### src/rtl/otter_pkg.sv
// -----------------------------------------------------------------------------
// otter_pkg
// Shared definitions for the OTTER branch logic:
//   opcode_t   - RV32I major opcodes (IR[6:0])
//   pcsource_t - PC mux select values driven toward the fetch stage
//   F3_*       - branch FUNC3 encodings
//   Helpers:   branch_f3_legal(), ctr_next() (2-bit saturating counter step)
// -----------------------------------------------------------------------------
package otter_pkg;

  typedef enum logic [6:0] {
    LUI    = 7'b0110111,
    AUIPC  = 7'b0010111,
    JAL    = 7'b1101111,
    JALR   = 7'b1100111,
    BRANCH = 7'b1100011,
    LOAD   = 7'b0000011,
    STORE  = 7'b0100011,
    OP_IMM = 7'b0010011,
    OP     = 7'b0110011,
    SYSTEM = 7'b1110011
  } opcode_t;

  typedef enum logic [2:0] {
    PC_PLUS4   = 3'b000,
    PC_JALR    = 3'b001,
    PC_BRANCH  = 3'b010,
    PC_JAL     = 3'b011,
    PC_RECOVER = 3'b100
  } pcsource_t;

  localparam logic [2:0] F3_BEQ  = 3'b000;
  localparam logic [2:0] F3_BNE  = 3'b001;
  localparam logic [2:0] F3_BLT  = 3'b100;
  localparam logic [2:0] F3_BGE  = 3'b101;
  localparam logic [2:0] F3_BLTU = 3'b110;
  localparam logic [2:0] F3_BGEU = 3'b111;

  // FUNC3 010/011 have no branch meaning.
  function automatic logic branch_f3_legal(input logic [2:0] f3);
    return (f3 != 3'b010) && (f3 != 3'b011);
  endfunction

  // One training step of a 2-bit saturating counter.
  function automatic logic [1:0] ctr_next(input logic [1:0] ctr, input logic taken);
    logic [1:0] r;
    r = ctr;
    if (taken) begin
      if (ctr != 2'b11) r = ctr + 2'd1;
    end else begin
      if (ctr != 2'b00) r = ctr - 2'd1;
    end
    return r;
  endfunction

endpackage

### src/rtl/bht_2bit.sv
// -----------------------------------------------------------------------------
// bht_2bit
// Table of 2-bit saturating counters, untagged.
//   clk, rst_n  - clock, synchronous active-low reset (all entries -> INIT)
//   rd_idx      - combinational read index
//   rd_ctr      - counter value at rd_idx (pre-edge value, no write bypass)
//   upd_en      - train the entry at upd_idx at this edge
//   upd_idx     - entry to train
//   upd_taken   - 1: increment (sat 11), 0: decrement (sat 00)
// -----------------------------------------------------------------------------
module bht_2bit
  import otter_pkg::*;
#(
  parameter int         ENTRIES = 64,
  parameter logic [1:0] INIT    = 2'b01,
  localparam int        IDX_W   = $clog2(ENTRIES)
) (
  input  logic             clk,
  input  logic             rst_n,
  input  logic [IDX_W-1:0] rd_idx,
  output logic [1:0]       rd_ctr,
  input  logic             upd_en,
  input  logic [IDX_W-1:0] upd_idx,
  input  logic             upd_taken
);

  logic [1:0] ctr_q [ENTRIES];
  logic [1:0] ctr_d [ENTRIES];

  // Reads see the registered table only, so a same-cycle update is invisible.
  assign rd_ctr = ctr_q[rd_idx];

  always_comb begin
    for (int i = 0; i < ENTRIES; i++) begin
      ctr_d[i] = ctr_q[i];
    end
    if (upd_en) begin
      ctr_d[upd_idx] = ctr_next(ctr_q[upd_idx], upd_taken);
    end
  end

  always_ff @(posedge clk) begin
    for (int i = 0; i < ENTRIES; i++) begin
      if (!rst_n) ctr_q[i] <= INIT;
      else        ctr_q[i] <= ctr_d[i];
    end
  end

endmodule

### src/rtl/branch_resolve_unit.sv
// -----------------------------------------------------------------------------
// branch_resolve_unit
// Branch prediction (decode) and branch/jump resolution (EX) for the pipelined
// OTTER, with BHT training and branch/mispredict statistics.
//   CLK, RST_N        - clock, synchronous active-low reset
//   DEC_VALID/PC/OPCODE -> PRED_TAKEN (combinational prediction)
//   EX_VALID, EX_STALL, EX_PC, EX_OPCODE, EX_FUNC3, EX_RS1, EX_RS2,
//   EX_PRED_TAKEN     - EX-stage instruction and its carried prediction
//   PCSOURCE, FLUSH   - registered redirect, one cycle after resolve
//   BR_COUNT          - legal conditional branches resolved (wraps)
//   MISPRED_COUNT     - mispredicted conditional branches (wraps)
// -----------------------------------------------------------------------------
module branch_resolve_unit
  import otter_pkg::*;
#(
  parameter int         XLEN        = 32,
  parameter int         BHT_ENTRIES = 64,
  parameter logic [1:0] CTR_INIT    = 2'b01
) (
  input  logic            CLK,
  input  logic            RST_N,
  input  logic            DEC_VALID,
  input  logic [XLEN-1:0] DEC_PC,
  input  logic [6:0]      DEC_OPCODE,
  output logic            PRED_TAKEN,
  input  logic            EX_VALID,
  input  logic            EX_STALL,
  input  logic [XLEN-1:0] EX_PC,
  input  logic [6:0]      EX_OPCODE,
  input  logic [2:0]      EX_FUNC3,
  input  logic [XLEN-1:0] EX_RS1,
  input  logic [XLEN-1:0] EX_RS2,
  input  logic            EX_PRED_TAKEN,
  output logic [2:0]      PCSOURCE,
  output logic            FLUSH,
  output logic [31:0]     BR_COUNT,
  output logic [31:0]     MISPRED_COUNT
);

  localparam int IDX_W = $clog2(BHT_ENTRIES);

  logic [IDX_W-1:0] dec_idx;
  logic [IDX_W-1:0] ex_idx;
  logic [1:0]       dec_ctr;

  pcsource_t   pcsource_q, pcsource_d;
  logic        flush_q, flush_d;
  logic [31:0] br_count_q, br_count_d;
  logic [31:0] mispred_count_q, mispred_count_d;

  logic res;
  logic is_branch;
  logic f3_legal;
  logic eq, lt, ltu;
  logic cond_taken;
  logic bht_upd_en;

  // Word-aligned index; PC bits outside the index deliberately alias.
  assign dec_idx = DEC_PC[IDX_W+1:2];
  assign ex_idx  = EX_PC[IDX_W+1:2];

  logic unused_pc_bits;
  assign unused_pc_bits = ^{DEC_PC[XLEN-1:IDX_W+2], DEC_PC[1:0],
                            EX_PC[XLEN-1:IDX_W+2], EX_PC[1:0]};

  bht_2bit #(
    .ENTRIES (BHT_ENTRIES),
    .INIT    (CTR_INIT)
  ) u_bht (
    .clk       (CLK),
    .rst_n     (RST_N),
    .rd_idx    (dec_idx),
    .rd_ctr    (dec_ctr),
    .upd_en    (bht_upd_en),
    .upd_idx   (ex_idx),
    .upd_taken (cond_taken)
  );

  assign PRED_TAKEN = DEC_VALID && (DEC_OPCODE == BRANCH) && dec_ctr[1];

  // The EX slot during a FLUSH cycle holds a wrong-path instruction.
  assign res       = EX_VALID && !EX_STALL && !flush_q;
  assign is_branch = (EX_OPCODE == BRANCH);
  assign f3_legal  = branch_f3_legal(EX_FUNC3);

  assign eq  = (EX_RS1 == EX_RS2);
  assign lt  = ($signed(EX_RS1) < $signed(EX_RS2));
  assign ltu = (EX_RS1 < EX_RS2);

  always_comb begin
    cond_taken = 1'b0;
    case (EX_FUNC3)
      F3_BEQ:  cond_taken = eq;
      F3_BNE:  cond_taken = !eq;
      F3_BLT:  cond_taken = lt;
      F3_BGE:  cond_taken = !lt;
      F3_BLTU: cond_taken = ltu;
      F3_BGEU: cond_taken = !ltu;
      default: cond_taken = 1'b0;
    endcase
  end

  assign bht_upd_en = RST_N && res && is_branch && f3_legal;

  always_comb begin
    pcsource_d      = PC_PLUS4;
    flush_d         = 1'b0;
    br_count_d      = br_count_q;
    mispred_count_d = mispred_count_q;
    if (res) begin
      if (EX_OPCODE == JAL) begin
        pcsource_d = PC_JAL;
        flush_d    = 1'b1;
      end else if (EX_OPCODE == JALR) begin
        pcsource_d = PC_JALR;
        flush_d    = 1'b1;
      end else if (is_branch) begin
        // Illegal FUNC3 falls out as not-taken via cond_taken=0.
        if (cond_taken && !EX_PRED_TAKEN) begin
          pcsource_d = PC_BRANCH;
          flush_d    = 1'b1;
        end else if (!cond_taken && EX_PRED_TAKEN) begin
          pcsource_d = PC_RECOVER;
          flush_d    = 1'b1;
        end
        if (f3_legal) begin
          br_count_d = br_count_q + 32'd1;
          if (cond_taken != EX_PRED_TAKEN) begin
            mispred_count_d = mispred_count_q + 32'd1;
          end
        end
      end
    end
  end

  always_ff @(posedge CLK) begin
    if (!RST_N) begin
      pcsource_q      <= PC_PLUS4;
      flush_q         <= 1'b0;
      br_count_q      <= 32'd0;
      mispred_count_q <= 32'd0;
    end else begin
      pcsource_q      <= pcsource_d;
      flush_q         <= flush_d;
      br_count_q      <= br_count_d;
      mispred_count_q <= mispred_count_d;
    end
  end

  assign PCSOURCE      = pcsource_q;
  assign FLUSH         = flush_q;
  assign BR_COUNT      = br_count_q;
  assign MISPRED_COUNT = mispred_count_q;

endmodule

### config.mk
export PLATFORM = sky130hd
export DESIGN_NAME = branch_resolve_unit
export DESIGN_NICKNAME = d
export VERILOG_FILES = /design/src/rtl/otter_pkg.sv /design/src/rtl/bht_2bit.sv /design/src/rtl/branch_resolve_unit.sv
export SDC_FILE = /design/constraint.sdc
export NUM_CORES = 1
export LEC_CHECK = 0
export ABC_CLOCK_PERIOD_IN_PS = 3000
export BUFFER_PORTS_ARGS = -buffer_cell sky130_fd_sc_hd__buf_2
export CAP_MARGIN = 25
export CORE_MARGIN = 2
export CORE_UTILIZATION = 51
export DETAILED_ROUTE_END_ITERATION = 12
export PLACE_DENSITY = 0.87
export SYNTH_ARGS = -nofsm -noshare
export SYNTH_HDL_FRONTEND = slang
export SYNTH_HIERARCHICAL = 1
export SYNTH_SLANG_ARGS = --single-unit
### constraint.sdc
create_clock -name CLK -period 3 [get_ports CLK]
set_clock_uncertainty 0.05 [all_clocks]
set_input_delay 0 -clock CLK [delete_from_list [all_inputs] [get_ports CLK]]
set_output_delay 0 -clock CLK [all_outputs]
set_load 0.01 [all_outputs]
==> results of run 1 <==
[final timing paths]
check / start / to / slack (ps) / depth (start not counted)
setup / recovery: FLUSH$_SDFF_PN0_ / u_bht/ctr_q[45][1]$_SDFFE_PN0P_ / 10 / 10
hold / removal: EX_OPCODE[1] / PCSOURCE[0]$_SDFF_PN0_ / 90 / 4
setup reg to reg: FLUSH$_SDFF_PN0_ / u_bht/ctr_q[45][1]$_SDFFE_PN0P_ / 10 / 10
hold reg to reg: BR_COUNT[1]$_SDFFE_PN0P_ / BR_COUNT[1]$_SDFFE_PN0P_ / 470 / 2
[state kept, by name (all words and copies together), names as in the netlist]
register and flops:
FLUSH 1, BR_COUNT 32, u_bht/ctr_q 128, MISPRED_COUNT 32, PCSOURCE 3
[metrics by stage]
stage          utilization, %  total power [mW]  cell area (sq um)  cells  hold slack (ps)
2_1_floorplan               -              3.05              10600   1134             4.40
3_3_place_gp             58.1              3.22              11800   1542              184
3_5_place_dp             58.1              3.24              11800   1542              189
4_1_cts                  61.3              5.58              12500   1579             80.5
5_1_grt                  61.9              5.76              12600   1581             96.5
6_report                 61.9              5.58              12600   1581             91.1
[worst min-delay path: stages]
cell and delay, ps:
buf_2 100, nand4bb_2 160, nor2_1 90, and3_1 180
[power breakdown]
group          total (mW)  internal [mW]  switching (mW)
registers            2.60           2.60        0.000118
logic               0.615          0.245           0.370
clock network        2.37           1.28            1.09
[metal layers]
metal,wire length [um],track usage [%],vias up
li1,-,-,4481
met1,11500,31.6,4616
met2,14100,43.9,534
met3,2550,6.08,118
met4,1130,11.1,0
met5,0,0,-
[final cells by class]
type                    instances  share of cell area, %
clock inverters                12                   1.28
repair buffers                223                   10.7
well taps                     270                   2.69
flip-flops and latches        196                   31.2
clock buffers                  19                   3.52
multi-input cells             820                   49.3
inverters                      41                   1.22
[repair_timing]
| action | 4_1_cts | 5_1_grt |
|---|---|---|
| hold endpoints to repair | 37 | 0 |
| resized for setup | 0 | 21 |
| setup endpoints to repair | 0 | 63 |
| setup buffers | 0 | 1 |
| hold buffers | 6 | 0 |
==> impl_results.md, run 1 <==
* Outcome: finished, final reports clean
* CP Cell Sequence: nand4bb_2 -> nor2_1 -> nand2_1 -> nor3_1 -> buf_4 -> nand3_1 -> buf_4 -> nor2_1 -> o21ai_0 -> a21oi_1
* 1st-iter DRT viols at 1062
* Slew Limit Headroom at approximately a third
* # fillers at 1608
* CP max stage delay at 390 ps
* Post-Synthesis Cells at 1134
* Multi-input logic area at 6200 sq um
* CTS Root Cell: clkbuf_16
* I/O Pins at 220
* Total GRT Usage at about 26%
* GP Congestion at ~1
* Final Max Tran Viols at 0
* Clock-pin slew on the worst setup and hold paths at ~80 ps
* Synthesis Warnings at 6
* Clk_lat worst skew at 440 ps
* Final Cycle Share at 99.6%
* CP required at ~3300 ps
* Final min period at 2990 ps
* WL/cell at 18.5 um
* Pwr/cell area at 444 nW/um^2
* Setup WS pre-CTS at -414 ps
* Final worst setup slack at between 10 and 15 ps
* VDD IR max at 0.379 mV
* Detail Placement HPWL at 20100 um
* Max-cap violations at 0
* Bufs and invs on worst path at 2
* Clock sinks at 196
* Fin Setup TNS at 0 ps
* Leakage power at between 5 and 6 nW
* Vias at between 9k and 10k
* Final Hold Vio Count at 0
* Starting Density at 52.0%
* Via/cell ratio at 6.17
* TritonCTS clock tree: yes
* Final wirelength at 29300 um
* Most frequent cells in the layout: 196 x dfxtp_1, 167 x buf_2, 81 x a21oi_1, 78 x nor2_1, 77 x o21ai_0
* Area grow syn2layout at 19.1%
* Fmax at 0.335 GHz
* Synthesized Nets at 1321
* Clk buf depth at 2
* CP Capture Type: flop
* Layout cell share with drive strength beyond 1 at 25.6%
* Die height at between 100 and 150 um
* Slowest library cell on the worst path: nand3_1
* GRT overflow at 0
* RSZ-0062 raised after global routing: true
* Nets@finish at 1486
* DRT Pass-1 Iters at 8
* Min-Delay Path Class: input port to flop
* Total CTS buffers at 17
* Tightest Pin Transition at a little under 1000 ps
* Num rows at 52
* Number of global-route vias before repair at roughly 9.4k
* Most common cell after layout, fill and taps aside: dfxtp_1
* Drt drc at 0
* # H-tree levels at 4
* ANT nets after route at 0
* Syn Area/Cell at 9.31 sq um
* Top delay family on crit path: simple AND/OR/NAND/NOR gates
* Diode count at 0
* Crit-path max FO at 6
* Type of the worst setup path: flop to flop
* Core box area at 20300 sq um
* Final setup viols at 0
* Register Area at 3920 sq um
* Port Buffers at between 150 and 200
* Initial antenna violation count at 0
* Die ar. at 21900 sq um
* CP arrival at approximately 3300 ps
* DIE WIDTH at 148 um
* Synthesized area at 10600 sq um
* Largest net degree at the start of global routing at 118
* Critical path launch point type: flop
* First-pass GRT wire length at 46100 um
No activity file was read; power rests on OpenSTA's default activity.
==> run 2: changes to the inputs <==
--- a/config.mk
+++ b/config.mk
@@ -12,6 +12,7 @@
 export CORE_UTILIZATION = 51
 export DETAILED_ROUTE_END_ITERATION = 12
 export PLACE_DENSITY = 0.87
+export REMOVE_ABC_BUFFERS = 1
 export SYNTH_ARGS = -nofsm -noshare
 export SYNTH_HDL_FRONTEND = slang
 export SYNTH_HIERARCHICAL = 1
==> run 2 against run 1 <==
Worst hold slack is essentially flat. Combinational power is essentially flat. Setup slack gained 33 ps. Cell area shrank 0.41%. Clock-buffer cell count is the same. Fmax grew 1.1%. Sequential share of layout area grew 0.13 points. Cell count shrank 0.89%. Largest cell class unchanged. Largest power group unchanged.
==> impl_results.md, run 2 (synthesis results as in run 1) <==
* Final wirelength at 28700 um (-2.0%)
* Total power at 5.44 mW (-2.6%)
* Switching share of power at 26.7% (+0.65 points)
* Final setup viols at 0 (unchanged)
* Max reg flops at 128 (unchanged)
* Layout cell share with drive strength beyond 1 at 25.3% (-0.34 points)
* Crit-path max FO at 6 (unchanged)
* VDD IR max at 0.407 mV (+7.3%)
* P_sw at 1.46 mW (-0.12%)
* Type of the worst setup path: input port to flop
* Slew Limit Headroom at 42.6% (+8.1 points)
* Fmax at 0.338 GHz (+1.1%)
* Tightest Pin Transition at 861 ps (-122 ps)
* Final Hold Vio Count at 0 (unchanged)
* Core box area at 20300 sq um (unchanged)
* CP arrival at 3230 ps (-70 ps)
* First-pass GRT wire length at 45300 um (-1.9%)
* Area grow syn2layout at 18.6%
* DIE WIDTH at 148 um (unchanged)
* Clock-pin slew on the worst setup and hold paths at 70 ps (about the same)
* GP Congestion at 0.945 (-4.7%)
* Largest reg by FF count: u_bht/ctr_q
* 1st-iter DRT viols at 811 (-24%)
* CP Capture Type: flop
* Final Cycle Share at 98.5% (-1.1 points)
* Reg2reg setup slack at 90 ps (+80 ps)
* Outcome: finished, final reports clean
* Total CTS buffers at 17 (unchanged)
* Num rows at 52 (unchanged)
* Total GRT Usage at 25.5% (-0.41 points)
* Detail Placement HPWL at 19300 um (-3.6%)
* RSZ-0062 raised after global routing: true
* Internal at 3.99 mW (-3.4%)
* TritonCTS clock tree: yes
* Die height at 148 um (unchanged)
* Nets@finish at 1471 (-1.0%)
* ANT nets after route at 0 (unchanged)
* Via/cell ratio at 6.05 (-1.8%)
* Placed cells at 1524 (-1.2%)
* CP required at 3280 ps (-30 ps)
* Largest net degree at the start of global routing at 105 (-11%)
* WL/cell at 18.3 um (-1.1%)
* Min-Delay Path Class: input port to flop
* GRT overflow at 0 (unchanged)
* CTS Root Cell: clkbuf_16
* Clock sinks at 196 (unchanged)
* Final Max Tran Viols at 0 (unchanged)
* Die ar. at 21900 sq um (unchanged)
* Most common cell after layout, fill and taps aside: dfxtp_1
* Final min period at 2950 ps (-32.6 ps)
* Comb power frac at 11.3% (+0.3 points)
* Clk buf depth at 2 (unchanged)
* DRT Pass-1 Iters at 5 (-3)
* Clk_lat worst skew at 440 ps (about the same)
* Most frequent cells in the layout: 196 x dfxtp_1, 158 x buf_2, 81 x a21oi_1, 76 x o21ai_0, 74 x nor2_1
* Final Util at 61.6% (-0.25 points)
* Flop pwr share at 47.8% (+1.3 points)
* Initial antenna violation count at 0 (unchanged)
* I/O Pins at 220 (unchanged)
* Diode count at 0 (unchanged)
* Starting Density at 52.0% (unchanged)
* Clock power share at 40.9% (-1.5 points)
* # H-tree levels at 4 (unchanged)
* Vias at 9485 (-2.7%)
* Drt drc at 0 (unchanged)
* Number of global-route vias before repair at 9091 (-2.8%)
* Leakage power at 4.94 nW (-1.4%)
* Post-route non-filler standard cell count at 1567 (-0.89%)
* Critical path launch point type: input port
* Max-cap violations at 0 (unchanged)
* Port Buffers at 167 (unchanged)
* Pwr/cell area at 435 nW/um^2 (-2.2%)
-- run 2: final timing paths --
check,start,to,cells after the start
worst min-delay path,EX_OPCODE[5],PCSOURCE[0]$_SDFF_PN0_,4
worst max register to register,FLUSH$_SDFF_PN0_,u_bht/ctr_q[54][0]$_SDFFE_PN1P_,10
worst min register to register,MISPRED_COUNT[1]$_SDFFE_PN0P_,MISPRED_COUNT[1]$_SDFFE_PN0P_,2
worst max-delay path,EX_RS1[15],MISPRED_COUNT[22]$_SDFFE_PN0P_,15
-- run 2: stage by stage --
stage                     setup TNS (ps)  hold slack (ps)  setup slack, ps  instance area [sq um]
after floorplan                   -14550             4.40             -456                  10200
after global placement             -7110              185             -388                  11600
after detailed placement          -18860              193             -562                  11600
after CTS                              0             69.6             38.7                  12300
after global routing               -2370              131             -120                  12500
final                                  0             91.2             45.3                  12500
-- run 2: area by class of cell --
type | instances | area [sq um]
Fill cell | 1638 | 7780
Multi-Input combinational cell | 820 | 6230
Sequential cell | 196 | 3920
Timing Repair Buffer | 208 | 1300
Clock buffer | 19 | 453
Tap cell | 270 | 338
Inverter | 41 | 156
Clock inverter | 13 | 114
-- run 2: critical path: stages --
cell	delay, ps
buf_6	100
ha_4	250
nand4_1	140
or4_4	570
a21o_1	190
a31oi_2	190
o41a_1	170
nand4b_1	210
ha_4	320
nand3b_1	190
nor3_2	260
buf_6	190
nand4_1	120
xnor2_1	160
and2_1	170
-- run 2: repair_timing --
item / in CTS / in global routing
pin swaps: 0 / 20
endpoints found under the setup margin: 18 / 52
endpoints found under the hold margin: 4 / 0
gates resized for setup: 3 / 40
buffers inserted: 0 / 3
hold buffers: 6 / 0
cloned: 0 / 2
-- run 2: power by group through the flow --
stage | clock (mW) | sequential (mW) | combinational (mW)
5_1_grt | 2.37 | 2.60 | 0.669
6_report | 2.23 | 2.60 | 0.617
3_3_place_gp | 0 | 2.66 | 0.555
4_1_cts | 2.25 | 2.60 | 0.578
3_5_place_dp | 0 | 2.66 | 0.567
2_1_floorplan | 0 | 2.66 | 0.261
-- run 2: routing by layer --
| metal | track usage, % | wire [um] |
|---|---|---|
| met2 | 42.6 | 13800 |
| met5 | 0 | 0 |
| met1 | 32.0 | 11500 |
| met4 | 10.0 | 952 |
| met3 | 5.96 | 2520 |
==> run 3: changes to the inputs <==
--- a/config.mk
+++ b/config.mk
@@ -9,11 +9,10 @@
 export BUFFER_PORTS_ARGS = -buffer_cell sky130_fd_sc_hd__buf_2
 export CAP_MARGIN = 25
 export CORE_MARGIN = 2
-export CORE_UTILIZATION = 51
+export CORE_UTILIZATION = 50
 export DETAILED_ROUTE_END_ITERATION = 12
-export PLACE_DENSITY = 0.87
+export PLACE_DENSITY = 0.86
 export REMOVE_ABC_BUFFERS = 1
 export SYNTH_ARGS = -nofsm -noshare
 export SYNTH_HDL_FRONTEND = slang
-export SYNTH_HIERARCHICAL = 1
 export SYNTH_SLANG_ARGS = --single-unit
==> run 3 against run 2 <==
Synthesized cell count down 0.71%. Sequential cell count unchanged. Highest routed layer unchanged. Combinational power is 7.9% higher. Area after synthesis fell by 4.4%. Cell count grew 2.7%. Clock power rose by 4%. The run now ends with DRC, setup timing left. Via count increased by 2.9%. Largest power group unchanged. First-iteration DRC count grew 25%. Worst hold slack worse by 62 ps.
==> impl_results.md, run 3 <==
* Dominant synthesized flop cell: dfxtp_1
* Final Max Tran Viols at 0 (unchanged)
* Leakage power at 5.25 nW (+6.2%)
* Area grow syn2layout at 23.2%
* RSZ-0062 raised after global routing: true
* CP Cell Sequence: buf_6 -> inv_4 -> ha_4 -> a21o_1 -> a21o_1 -> a221o_1 -> a2111oi_4 -> buf_4 -> o2111ai_2 -> o211ai_1 -> ha_1 -> inv_2 -> and2_4 -> nand4_1 -> nor4_2 -> buf_4 -> nand2_2 -> or3_1 -> a21oi_1
* Clk buf depth at 2 (unchanged)
* CP arrival at 3310 ps (+80 ps)
* Syn Area/Cell at 8.96 sq um (-3.7%)
* Starting Density at 51.3% (-0.64 points)
* Max reg flops at 128 (unchanged)
* Crit-path max FO at 4 (-2)
* Type of the worst setup path: input port to flop
* CP Capture Type: flop
* Hold path depth at 4 (unchanged)
* Port Buffers at 167 (unchanged)
* VDD IR max at 0.327 mV (-20%)
* Final min period at 3000 ps (+49.9 ps)
* Post-synth EDFFs at 0
* CP max stage delay at 320 ps (-250 ps)
* Final worst setup slack at -4.62 ps (-49.9 ps)
* Largest reg by FF count: u_bht.ctr_q
* Final wirelength at 29000 um (+0.82%)
* TritonCTS clock tree: yes
* Detail Placement HPWL at 19900 um (+3.0%)
* Cells on worst reg2reg path at 9 (-1)
* Synthesis Warnings at 0 (-6)
* 1st-iter DRT viols at 1016 (+25%)
* Via/cell ratio at 6.06 (+0.17%)
* Num rows at 51 (-1.9%)
* Largest cells by area after synthesis: dfxtp_1 39%, mux4_2 9.1%, nand2_1 6.4%, nand3_1 4.5%, ha_1 4.5%
* Worst hold margin at 28.8 ps (-62.4 ps)
* Synth cell count leaders: 196 x dfxtp_1, 173 x nand2_1, 91 x nand3_1, 72 x nor2_1, 60 x o21ai_1
* Slowest library cell on the worst path: a221o_1
* Fin Setup TNS at -4.62 ps (-4.62 ps)
* GRT overflow at 0 (unchanged)
* Outcome: finished with violations
* Final Hold Vio Count at 0 (unchanged)
* Tightest Pin Transition at 763 ps (-97.8 ps)
* Post-Synthesis Cells at 1126 (-0.71%)
* ANT nets after route at 0 (unchanged)
* Sequential share of the synthesized area at around 39%
* Final Cycle Share at 100% (+1.7 points)
* Nets@finish at 1518 (+3.2%)
* Layout cell share with drive strength beyond 1 at 27.1% (+1.8 points)
* FF-to-FF End: u_bht.ctr_q[35][0]$_SDFFE_PN1P_
* Die height at 146 um (-1.2%)
* CP required at 3310 ps (+30 ps)
* Initial antenna violation count at 0 (unchanged)
* DIE WIDTH at 146 um (-1.2%)
* Clock-pin slew on the worst setup and hold paths at 80 ps (about the same)
* # H-tree levels at 4 (unchanged)
* Async set-reset flop share out of synthesis at 0%
* Violated checks: DRC, setup timing
* Worst Hold End: FLUSH$_SDFF_PN0_
* Most frequent cell after synthesis: dfxtp_1
* Most common cell after layout, fill and taps aside: dfxtp_1
* DRT Pass-1 Iters at 10 (+5)
* Pwr/cell area at 449 nW/um^2 (+3.3%)
* GP Congestion at 0.920 (-2.6%)
* Drt drc at 1 (+1)
* First-pass GRT wire length at 46500 um (+2.6%)
* Final setup viols at 1 (+1)
* #FFs+latches synth at 196
* Clk_lat worst skew at 440 ps (about the same)
* Placed cells at 1565 (+2.7%)
* Critical path launch point type: input port
* Largest net degree at the start of global routing at 68 (-35%)
* Vias at 9756 (+2.9%)
* Core box area at 19700 sq um (-3.2%)
* R2r startpoint: u_bht.ctr_q[11][0]$_SDFFE_PN1P_
* Total GRT Usage at 26.4% (+0.90 points)
* I/O Pins at 220 (unchanged)
* Post-synth top area share at 38.9%
* Slew Limit Headroom at 49.1% (+6.5 points)
* Synth area leader: dfxtp_1
* Min-Delay Path Class: input port to flop
* Post-route non-filler standard cell count at 1609 (+2.7%)
* Synthesized area at 10100 sq um (-4.4%)
* Number of global-route vias before repair at 9335 (+2.7%)
* Diode count at 0 (unchanged)
* Synth unique cells at slightly above 60
* Hold_sp: RST_N
* # fillers at 1591 (-2.9%)
* Max-cap violations at 0 (unchanged)
* Fmax at 0.333 GHz (-1.7%)
* Die ar. at 21300 sq um (-2.4%)
* Total CTS buffers at 17 (unchanged)
* WL/cell at 18.0 um (-1.8%)
* Reg2reg setup slack at 120 ps (+30 ps)
* CTS Root Cell: clkbuf_16
* Clock sinks at 196 (unchanged)
* Most frequent cells in the layout: 196 x dfxtp_1, 171 x nand2_1, 164 x buf_2, 89 x nand3_1, 74 x buf_4
==> run 3: cell count changes in the layout (fill, tap and decap cells not counted), moves of 42 or more <==
cell      before  now
nand2_1       42  171
o311ai_1       0   51
a21oi_1       81   39
and2_1        59   10
buf_4         28   74
o21ai_1        1   60
o21ai_0       76   22
nand3_1       33   89
nor3b_1       68    3
a31oi_1       56    3
==> run 3: area by class of cell <==
cell class	instances	area (sq um)	area share, %
tap	265	332	2.67
clock buffer	18	429	3.45
multi-input combinational	817	5840	46.9
sequential	196	3920	31.5
timing repair buffer	251	1560	12.6
inverter	48	183	1.47
clock inverter	14	171	1.38
==> run 3: through the flow <==
stage | worst slack (ps) | area (sq um) | total power, mW | util [%]
floorplan | -550 | 9740 | 2.92 | -
finish | -4.62 | 12400 | 5.59 | 63.3
global placement | -672 | 11500 | 3.26 | 58.7
global route | -199 | 12400 | 5.76 | 63.3
detailed placement | -697 | 11500 | 3.27 | 58.7
CTS | 15.7 | 12200 | 5.56 | 62.2
==> run 3: power breakdown <==
part	switching (mW)	total (mW)	internal, mW
sequential	0.000107	2.60	2.60
clock	1.07	2.32	1.26
combinational	0.413	0.666	0.253
==> run 3: critical path, delay by kind of cell <==
family / cells / cell delay, ps
compound gates: 7 / 1250
fa+ha+maj: 2 / 490
buf+inv: 5 / 560
simple gates: 5 / 1000
==> run 3: kinds of logic after synthesis <==
group           share of synthesized area (%)
fa+ha+maj                                4.46
compound gates                           15.0
simple gates                             20.5
flops                                    38.9
mux                                      11.3
buf+inv                                  5.26
xor+xnor                                 4.60
==> run 3: worst max path at each step <==
stage | end | cells past startpoint | startpoint | slack (ps)
global route | MISPRED_COUNT[29]$_SDFFE_PN0P_ | 19 | EX_RS2[13] | -200
floorplan | MISPRED_COUNT[29]$_SDFFE_PN0P_ | 16 | EX_RS2[13] | -550
finish | MISPRED_COUNT[29]$_SDFFE_PN0P_ | 19 | EX_RS2[13] | -5
detailed placement | MISPRED_COUNT[29]$_SDFFE_PN0P_ | 18 | EX_RS1[13] | -700
global placement | MISPRED_COUNT[29]$_SDFFE_PN0P_ | 18 | EX_RS1[13] | -670
CTS | MISPRED_COUNT[29]$_SDFFE_PN0P_ | 19 | EX_RS2[7] | 20
==> run 3: what timing repair did <==
item / 4_1_cts / 5_1_grt
hold buffers: 3 / 0
endpoints found under the hold margin: 4 / 0
pin swaps: 2 / 13
gates resized for setup: 8 / 27
setup endpoints to repair: 18 / 30
setup buffers: 4 / 6
==> run 3: metal layers <==
layer	track usage, %	up-vias	part of all wire (%)
li1	-	4537	-
met1	32.9	4545	38
met2	43.2	542	48
met3	5.63	132	8.8
met4	13.7	0	4.7
met5	0	-	0
